===== src/rtl/mesh_term_inj_arb_if.sv =====
// Bundle of the requester-side and router-terminal signals of the injection arbiter.
// The master modport is the environment (requesters + router); the slave modport is the arbiter.
interface mesh_term_inj_arb_if #(
  parameter int unsigned N_REQ   = 4,
  parameter int unsigned pckg_sz = 40
);
  localparam int unsigned GntW = $clog2(N_REQ);

  logic                       en;
  logic [N_REQ-1:0]           req_valid;
  logic [N_REQ*pckg_sz-1:0]   req_data;
  logic [N_REQ-1:0]           req_ready;
  logic [pckg_sz-1:0]         data_out_i_in;
  logic                       pndng_i_in;
  logic                       popin;
  logic [GntW-1:0]            gnt_id;
  logic [15:0]                drop_cnt;
  logic                       drop_pulse;
  logic                       err_pop;

  modport master (
    output en, req_valid, req_data, popin,
    input  req_ready, data_out_i_in, pndng_i_in, gnt_id, drop_cnt, drop_pulse, err_pop
  );

  modport slave (
    input  en, req_valid, req_data, popin,
    output req_ready, data_out_i_in, pndng_i_in, gnt_id, drop_cnt, drop_pulse, err_pop
  );
endinterface


===== src/rtl/mesh_term_inj_arb.sv =====
// Round-robin arbiter sharing one mesh router terminal input among N_REQ packet sources,
// with a single-entry output register, destination screening and drop/error reporting.
module mesh_term_inj_arb #(
  parameter int unsigned N_REQ   = 4,
  parameter int unsigned ROWS    = 4,
  parameter int unsigned COLUMS  = 4,
  parameter int unsigned pckg_sz = 40
) (
  input logic                clk,
  input logic                reset,
  mesh_term_inj_arb_if.slave bus
);

  localparam int unsigned GntW   = $clog2(N_REQ);
  localparam logic [4:0]  RowMax = 5'(ROWS + 1);
  localparam logic [4:0]  ColMax = 5'(COLUMS + 1);

  typedef enum logic [0:0] {StEmpty, StFull} state_e;

  state_e               state_q;
  logic [GntW-1:0]      rr_ptr_q;
  logic [pckg_sz-1:0]   data_q;
  logic [GntW-1:0]      gnt_q;
  logic [15:0]          drop_cnt_q;
  logic                 drop_pulse_q;
  logic                 err_pop_q;

  logic [GntW:0]        cand_sum;
  logic [GntW-1:0]      gnt_sel;
  logic [GntW-1:0]      rr_next;
  logic                 found;
  logic [pckg_sz-1:0]   pkt;
  logic [3:0]           pkt_row;
  logic [3:0]           pkt_col;
  logic                 legal;
  logic                 win_open;
  logic                 accept;
  logic [N_REQ-1:0]     ready;

  // Search rr_ptr, rr_ptr+1, ... (mod N_REQ) for the first valid requester.
  always_comb begin
    found    = 1'b0;
    gnt_sel  = '0;
    cand_sum = '0;
    for (int k = 0; k < N_REQ; k++) begin
      cand_sum = {1'b0, rr_ptr_q} + (GntW+1)'(k);
      if (cand_sum >= (GntW+1)'(N_REQ)) cand_sum = cand_sum - (GntW+1)'(N_REQ);
      if (!found && bus.req_valid[cand_sum[GntW-1:0]]) begin
        found   = 1'b1;
        gnt_sel = cand_sum[GntW-1:0];
      end
    end
  end

  always_comb begin
    pkt = '0;
    for (int i = 0; i < N_REQ; i++) begin
      if (gnt_sel == GntW'(i)) pkt = bus.req_data[i*pckg_sz +: pckg_sz];
    end
  end

  assign pkt_row  = pkt[pckg_sz-9 -: 4];
  assign pkt_col  = pkt[pckg_sz-13 -: 4];
  assign legal    = ({1'b0, pkt_row} <= RowMax) && ({1'b0, pkt_col} <= ColMax);
  // Reset gates the window so no requester sees an accept while reset is held.
  assign win_open = reset && bus.en && ((state_q == StEmpty) || bus.popin);
  assign accept   = win_open && found;
  assign rr_next  = (gnt_sel == GntW'(N_REQ - 1)) ? '0 : gnt_sel + GntW'(1);

  always_comb begin
    ready = '0;
    for (int i = 0; i < N_REQ; i++) begin
      ready[i] = accept && (gnt_sel == GntW'(i));
    end
  end

  always_ff @(posedge clk or negedge reset) begin
    if (!reset) begin
      state_q      <= StEmpty;
      rr_ptr_q     <= '0;
      data_q       <= '0;
      gnt_q        <= '0;
      drop_cnt_q   <= '0;
      drop_pulse_q <= 1'b0;
      err_pop_q    <= 1'b0;
    end else begin
      drop_pulse_q <= 1'b0;
      if (accept) rr_ptr_q <= rr_next;

      if (accept && legal) begin
        data_q  <= {8'h00, pkt[pckg_sz-9:0]};
        gnt_q   <= gnt_sel;
        state_q <= StFull;
      end else if ((state_q == StFull) && bus.popin) begin
        state_q <= StEmpty;
      end

      if (accept && !legal) begin
        drop_pulse_q <= 1'b1;
        if (drop_cnt_q != 16'hFFFF) drop_cnt_q <= drop_cnt_q + 16'd1;
      end

      if ((state_q == StEmpty) && bus.popin) err_pop_q <= 1'b1;
    end
  end

  assign bus.req_ready     = ready;
  assign bus.data_out_i_in = data_q;
  assign bus.pndng_i_in    = (state_q == StFull);
  assign bus.gnt_id        = gnt_q;
  assign bus.drop_cnt      = drop_cnt_q;
  assign bus.drop_pulse    = drop_pulse_q;
  assign bus.err_pop       = err_pop_q;

endmodule


===== src/flat_wrapper.sv =====
// flat-port wrapper written by rule: the top's interface ports become plain ports
module mesh_term_inj_arb_flat 
#(
  parameter int unsigned N_REQ   = 4,
  parameter int unsigned ROWS    = 4,
  parameter int unsigned COLUMS  = 4,
  parameter int unsigned pckg_sz = 40
)
  (clk, reset, bus_en, bus_req_valid, bus_req_data, bus_popin, bus_req_ready, bus_data_out_i_in, bus_pndng_i_in, bus_gnt_id, bus_drop_cnt, bus_drop_pulse, bus_err_pop);
  mesh_term_inj_arb_if #(.N_REQ(N_REQ), .pckg_sz(pckg_sz)) bus_i ();
  input logic clk;
  input logic reset;
  input wire logic [$bits(bus_i.en)-1:0] bus_en;
  input wire logic [$bits(bus_i.req_valid)-1:0] bus_req_valid;
  input wire logic [$bits(bus_i.req_data)-1:0] bus_req_data;
  input wire logic [$bits(bus_i.popin)-1:0] bus_popin;
  output wire logic [$bits(bus_i.req_ready)-1:0] bus_req_ready;
  output wire logic [$bits(bus_i.data_out_i_in)-1:0] bus_data_out_i_in;
  output wire logic [$bits(bus_i.pndng_i_in)-1:0] bus_pndng_i_in;
  output wire logic [$bits(bus_i.gnt_id)-1:0] bus_gnt_id;
  output wire logic [$bits(bus_i.drop_cnt)-1:0] bus_drop_cnt;
  output wire logic [$bits(bus_i.drop_pulse)-1:0] bus_drop_pulse;
  output wire logic [$bits(bus_i.err_pop)-1:0] bus_err_pop;
  assign bus_i.en = bus_en;
  assign bus_i.req_valid = bus_req_valid;
  assign bus_i.req_data = bus_req_data;
  assign bus_i.popin = bus_popin;
  assign bus_req_ready = bus_i.req_ready;
  assign bus_data_out_i_in = bus_i.data_out_i_in;
  assign bus_pndng_i_in = bus_i.pndng_i_in;
  assign bus_gnt_id = bus_i.gnt_id;
  assign bus_drop_cnt = bus_i.drop_cnt;
  assign bus_drop_pulse = bus_i.drop_pulse;
  assign bus_err_pop = bus_i.err_pop;
  mesh_term_inj_arb #(.N_REQ(N_REQ), .ROWS(ROWS), .COLUMS(COLUMS), .pckg_sz(pckg_sz)) u_core (.clk(clk), .reset(reset), .bus(bus_i));
endmodule

===== config.mk =====
export PLATFORM = sky130hd
export DESIGN_NAME = mesh_term_inj_arb_flat
export DESIGN_NICKNAME = d
export VERILOG_FILES = /design/src/rtl/mesh_term_inj_arb_if.sv /design/src/rtl/mesh_term_inj_arb.sv /design/src/flat_wrapper.sv
export SDC_FILE = /design/constraint.sdc
export NUM_CORES = 1
export LEC_CHECK = 0
export ABC_CLOCK_PERIOD_IN_PS = 8850
export BUFFER_PORTS_ARGS = -buffer_cell sky130_fd_sc_hd__buf_2
export CORE_MARGIN = 1
export CORE_UTILIZATION = 40
export DETAILED_ROUTE_END_ITERATION = 6
export GPL_TIMING_DRIVEN = 0
export PLACE_DENSITY = 0.77
export SLEW_MARGIN = 20
export SYNTH_ARGS = -nofsm -noshare
export SYNTH_HDL_FRONTEND = slang
export SYNTH_SLANG_ARGS = --single-unit

===== constraint.sdc =====
create_clock -name clk -period 8.85 [get_ports clk]
set_input_delay 1.3275 -clock clk [delete_from_list [all_inputs] [get_ports clk]]
set_output_delay 1.3275 -clock clk [all_outputs]
set_load 0.01 [all_outputs]

## After elaboration in Yosys (flattened, before gate mapping)

Index checks and enable logic that the tools add are counted.

| storage, ports and cells | value |
|---|---|
| register bits | 55 |
| input bits | 168 |
| output and inout bits | 65 |
| logic and storage cells | 82 |

| operators by class | value |
|---|---|
| bitwise operators | 1 |
| multiplexer cells | 28 |
| reductions and logical operators | 23 |
| equal/unequal tests | 4 |
| magnitude comparators | 10 |
| $add $sub $neg | 9 |

Operator list:

| operator | number |
|---|---|
| 32-bit 2-to-1 mux | 4 |
| 2-bit 2-to-1 mux | 9 |
| 16-bit by 1-bit adder with 16-bit output (second input constant) | 1 |
| 16-bit inequality test (second input constant) | 1 |
| 1-bit logical AND | 15 |
| 2-bit by 3-bit < comparator with 1-bit output (second input constant) | 4 |
| 1-bit 2-to-1 mux | 11 |
| 3-bit >= comparator (second input constant) | 3 |
| 1-bit binary-select mux with 2-bit select | 4 |
| 4-bit by 3-bit less-or-equal comparator with 1-bit output (second input constant) | 2 |
| 2-bit by 1-bit subtractor with 2-bit output (second input constant) | 4 |
| 2-bit by 2-bit adder with 3-bit output (second input constant) | 2 |
| 2-bit == test (second input constant) | 2 |
| 1-bit zero test | 4 |
| 2-bit by 1-bit adder with 3-bit output (second input constant) | 1 |
| 2-bit by 3-bit >= comparator with 1-bit output (second input constant) | 1 |
| 2-bit by 1-bit adder with 2-bit output (second input constant) | 1 |
| 2-bit by 1-bit == test with 1-bit output (second input constant) | 1 |
| 2-bit zero test | 1 |
| 2-bit AND reduction | 1 |
| 2-bit nonzero test | 1 |
| 1-bit logical OR | 1 |
| 1-bit NOT | 1 |

## Logic depth before layout (Yosys ltp)

| logic depth | value |
|---|---|
| depth in word-level cells | 24 |
| mapped depth | 15 |

## Worst setup path after synthesis

Ideal clock, no wire load.

| timing | value |
|---|---|
| path type | input to output |
| start point | input bus_req_valid[0] |
| end point | output bus_req_ready[1] |
| arrival time | 3.068 ns |
| stages | 10 |
| path slack | 4.454 ns |
| cells stage by stage | inv_1 nor2_1 a21oi_1 o22ai_1 a21oi_1 ha_1 clkbuf_1 clkbuf_1 buf_1 and2_1 |

| between the ends | value |
|---|---|
| word-level cells in the longest chain between the ends | 14 |

Ends and longest elaborated chain:

| item | line | text |
|---|---|---|
| start: declaration | flat_wrapper.sv:14 | `input wire logic [$bits(bus_i.req_valid)-1:0] bus_req_valid;` |
| 1-bit binary-select mux with 2-bit select | mesh_term_inj_arb.sv:48 | `if (!found && bus.req_valid[cand_sum[GntW-1:0]]) begin` |
| 1-bit 2-to-1 mux (not written as such) | mesh_term_inj_arb.sv:48 |  |
| 1-bit 2-to-1 mux | mesh_term_inj_arb.sv:48 |  |
| 1-bit zero test | mesh_term_inj_arb.sv:48 |  |
| 1-bit logical AND | mesh_term_inj_arb.sv:48 |  |
| 1-bit 2-to-1 mux | mesh_term_inj_arb.sv:48 |  |
| 1-bit zero test | mesh_term_inj_arb.sv:48 |  |
| 1-bit logical AND | mesh_term_inj_arb.sv:48 |  |
| 1-bit 2-to-1 mux | mesh_term_inj_arb.sv:48 |  |
| 1-bit zero test | mesh_term_inj_arb.sv:48 |  |
| 1-bit logical AND | mesh_term_inj_arb.sv:48 |  |
| 2-bit 2-to-1 mux * | mesh_term_inj_arb.sv:48 |  |
| net u_core.gnt_sel[0] | mesh_term_inj_arb.sv:29 | `logic [GntW-1:0] gnt_sel;` |
| 2-bit by 1-bit == test with 1-bit output * | mesh_term_inj_arb.sv:73 | `ready[i] = accept && (gnt_sel == GntW'(i));` |
| 1-bit logical AND * | mesh_term_inj_arb.sv:73 |  |
| end: declaration | flat_wrapper.sv:17 | `output wire logic [$bits(bus_i.req_ready)-1:0] bus_req_ready;` |

The timed path passes the listed nets; every way through them passes the cells marked *. The select of a mux whose other input is x is not followed.

## Worst setup path in the final report

Ends and elaborated chain as after synthesis.

==> impl_results.md <==
- Routed Antenna Nets: 0
- Synth unique cells: 44
- TNS Setup: 0 ps
- Drt pass-1 iters: 4
- Clock latency on the worst-skew pair: 310 ps
- Critical Path AT: 3960 ps
- Total Power: 1.21 mW
- PostCTS Resize Cnt: 0
- Syn Inst Count: 373
- Final worst-path cycle share: 59.7%
- Flops & latches, synth: 55
- Reg area: 1380 sq um
- Max_slew headroom: 51.6%
- H-tree levels: 2
- Initial Util: 42.3%
- Post-synth top area share: 41.3%
- Buf+Inv Stages, Crit Path: 6
- Via count of the routed design: 3686
- Post-synth EDFFs: 0
- Leak Pwr: 2.42 nW
- Initial antenna violation count: 0
- Crit end category: primary output
- Diode count: 0
- Max-Cap Viols: 0
- Ranking of synthesized cells by area: dfrtp_1, mux2_1, a22oi_1
- Synth cell count leaders: dfrtp_1, nand2_1, nor2_1
- Total global-route track usage: 24.4%
- P&R area growth vs syn: 37.0%
- Area of the mapped netlist: 3340 sq um
- Syn. warnings: 0
- Clock Pin Slew Worst Setup and Hold Paths: 110 ps
- Cts hold-fix bufs: 0
- Layout cell share with drive strength beyond 1: 38.6%
- Root buffer cell: clkbuf_8
- FP Rows: 32
- Clock Path Buffers: 2
- Multi-input gate area: 1800 sq um
- Cell breakdown of the critical path: buf_2 > inv_1 > nor2_1 > a21oi_1 > o22ai_1 > a21oi_1 > ha_1 > clkbuf_1 > clkbuf_1 > buf_1 > and2_1 > buf_2
- Maximum number of pins on one net before global-route repair: 58
- Post-route DRC violation count: 0
- CTS Sinks: 55
- Top-count cell post-synth: dfrtp_1
- Post-CTS Setup Inserts: 0
- Pwr dens: 266 nW/um^2
- Internal reg-to-reg setup slack: 5140 ps
- Core ar.: 7890 sq um
- Die H: 93.3 microns
- Post-synth ARST share: 100%
- Wirelength per Cell: 16.1 microns
- F_max: 0.189 GHz
- Data required, critical path: 7520 ps
- Die X-Extent: 93.3 microns
- Final Critical Period: 5290 ps
- Io pins: 233
- First-pass GRT wire length: 16500 microns
- Via density: 5.40
- Number of global-route vias before repair: 3375
- Synth Area per Inst: 8.94 sq um
- Final HPWL DP: 8670 microns
- DR iter-0 viols: 148
- Leading area contributor after synthesis: dfrtp_1
- CP top delay family: buffers and inverters
- Routability Congestion: 0.949
- Fin nets: 752
- Setup CP Type: in -> out
- Fillers: 738
- Fin util: 57.9%
- VDD IR max: 0.000105 V
- Final setup fails: 0
- Die area: 8710 sq um
- Final Hold Vio Count: 0
- Min Hold Slack: 460 ps
- Post-Route WL: 11000 microns
- Unrepaired setup endpoints after global routing: no
- CTS tree: built
- HP Class: reg -> reg
- TritonCTS buffer count: 5
- Startpoint class of the critical path: primary input
- Slew @ Worst Pin: 726 ps
- Crit-path slowest cell: buf_1
- Register area share after synthesis: 41.3%
- CP max stage delay: 490 ps
- Crit Path Max Fanout: 10
- Clock skew: 12.0 ps
- Pins Over Slew Limit: 0
- Port buffer count: 192
- Outcome: completed
- Ys flop type: dfrtp_1
- Grt ovf: 0
[flip-flops by register name, summed over array words and instances, names as in the netlist]
register,cells
u_core.bus.err_pop,1
u_core.rr_ptr_q,2
u_core.bus.data_out_i_in,32
u_core.bus.gnt_id,2
u_core.bus.drop_pulse,1
u_core.bus.pndng_i_in,1
u_core.bus.drop_cnt,16
[layer usage]
| metal | global-route usage, % | part of all wire [%] | up-vias |
|---|---|---|---|
| met1 | 29.1 | 39 | 1769 |
| met2 | 43.9 | 51 | 168 |
| met4 | 8.46 | 2.2 | 0 |
| met5 | 0 | 0 | - |
| met3 | 4.55 | 7.6 | 24 |
| li1 | - | - | 1725 |
[stage by stage]
step,worst slack [ps],instances,instance area (sq um)
2_1_floorplan,4450,380,3360
3_3_place_gp,3690,674,4450
3_5_place_dp,3590,674,4450
4_1_cts,3580,682,4570
5_1_grt,3400,682,4570
6_report,3560,682,4570
[cell type report]
| class | count | area share [%] |
|---|---|---|
| inverters | 8 | 0.657 |
| multi-input cells | 285 | 39.3 |
| clock inverters | 3 | 1.04 |
| plain buffers | 32 | 3.50 |
| well taps | 102 | 2.79 |
| flip-flops and latches | 55 | 30.1 |
| repair buffers | 192 | 21.1 |
| clock buffers | 5 | 1.51 |
[cells in the final DEF, fill, tap and decap left out, drive strengths merged, types with 5 or more instances in the layout]
master,instances
buf,210
xor2,14
inv,9
nand3,8
o21ai,29
ha,5
dfrtp,55
clkbuf,19
nor3,6
mux2,33
nand2,44
a21oi,31
o22ai,5
conb,8
a22oi,28
nor2,36
[path summary, 6_finish.rpt]
path                                    start                      endpoint  depth (start not counted)
max in group asynchronous               reset   u_core.bus.data_out_i_in[2]                          1
setup reg to reg           u_core.rr_ptr_q[0]  u_core.bus.data_out_i_in[26]                         14
hold / removal             u_core.bus.err_pop            u_core.bus.err_pop                          1
min in group asynchronous               reset  u_core.bus.data_out_i_in[23]                          1
setup / recovery             bus_req_valid[0]              bus_req_ready[1]                         12
hold reg to reg            u_core.bus.err_pop            u_core.bus.err_pop                          1
[logic make-up (layout without fill, tap and decap cells)]
| logic type | after synthesis | count (layout) | share of synthesized area [%] |
|---|---|---|---|
| compound gates | 102 | 102 | 18.8 |
| fa+ha+maj | 5 | 5 | 1.88 |
| flops | 55 | 55 | 41.3 |
| xor+xnor | 15 | 15 | 3.94 |
| simple gates | 122 | 122 | 17.2 |
| other cells | 1 | 8 | 0.112 |
| buf+inv | 40 | 240 | 5.70 |
| mux | 33 | 33 | 11.1 |
[where the power goes]
group | total, mW | internal [mW] | switching, mW | leakage [nW]
clock | 0.174 | 0.0859 | 0.0882 | 0.0587
sequential | 0.387 | 0.333 | 0.0538 | 0.708
combinational | 0.653 | 0.263 | 0.391 | 1.66
total | 1.21 | 0.682 | 0.533 | 2.42
Note: power is estimated with default switching activity, not from simulation.
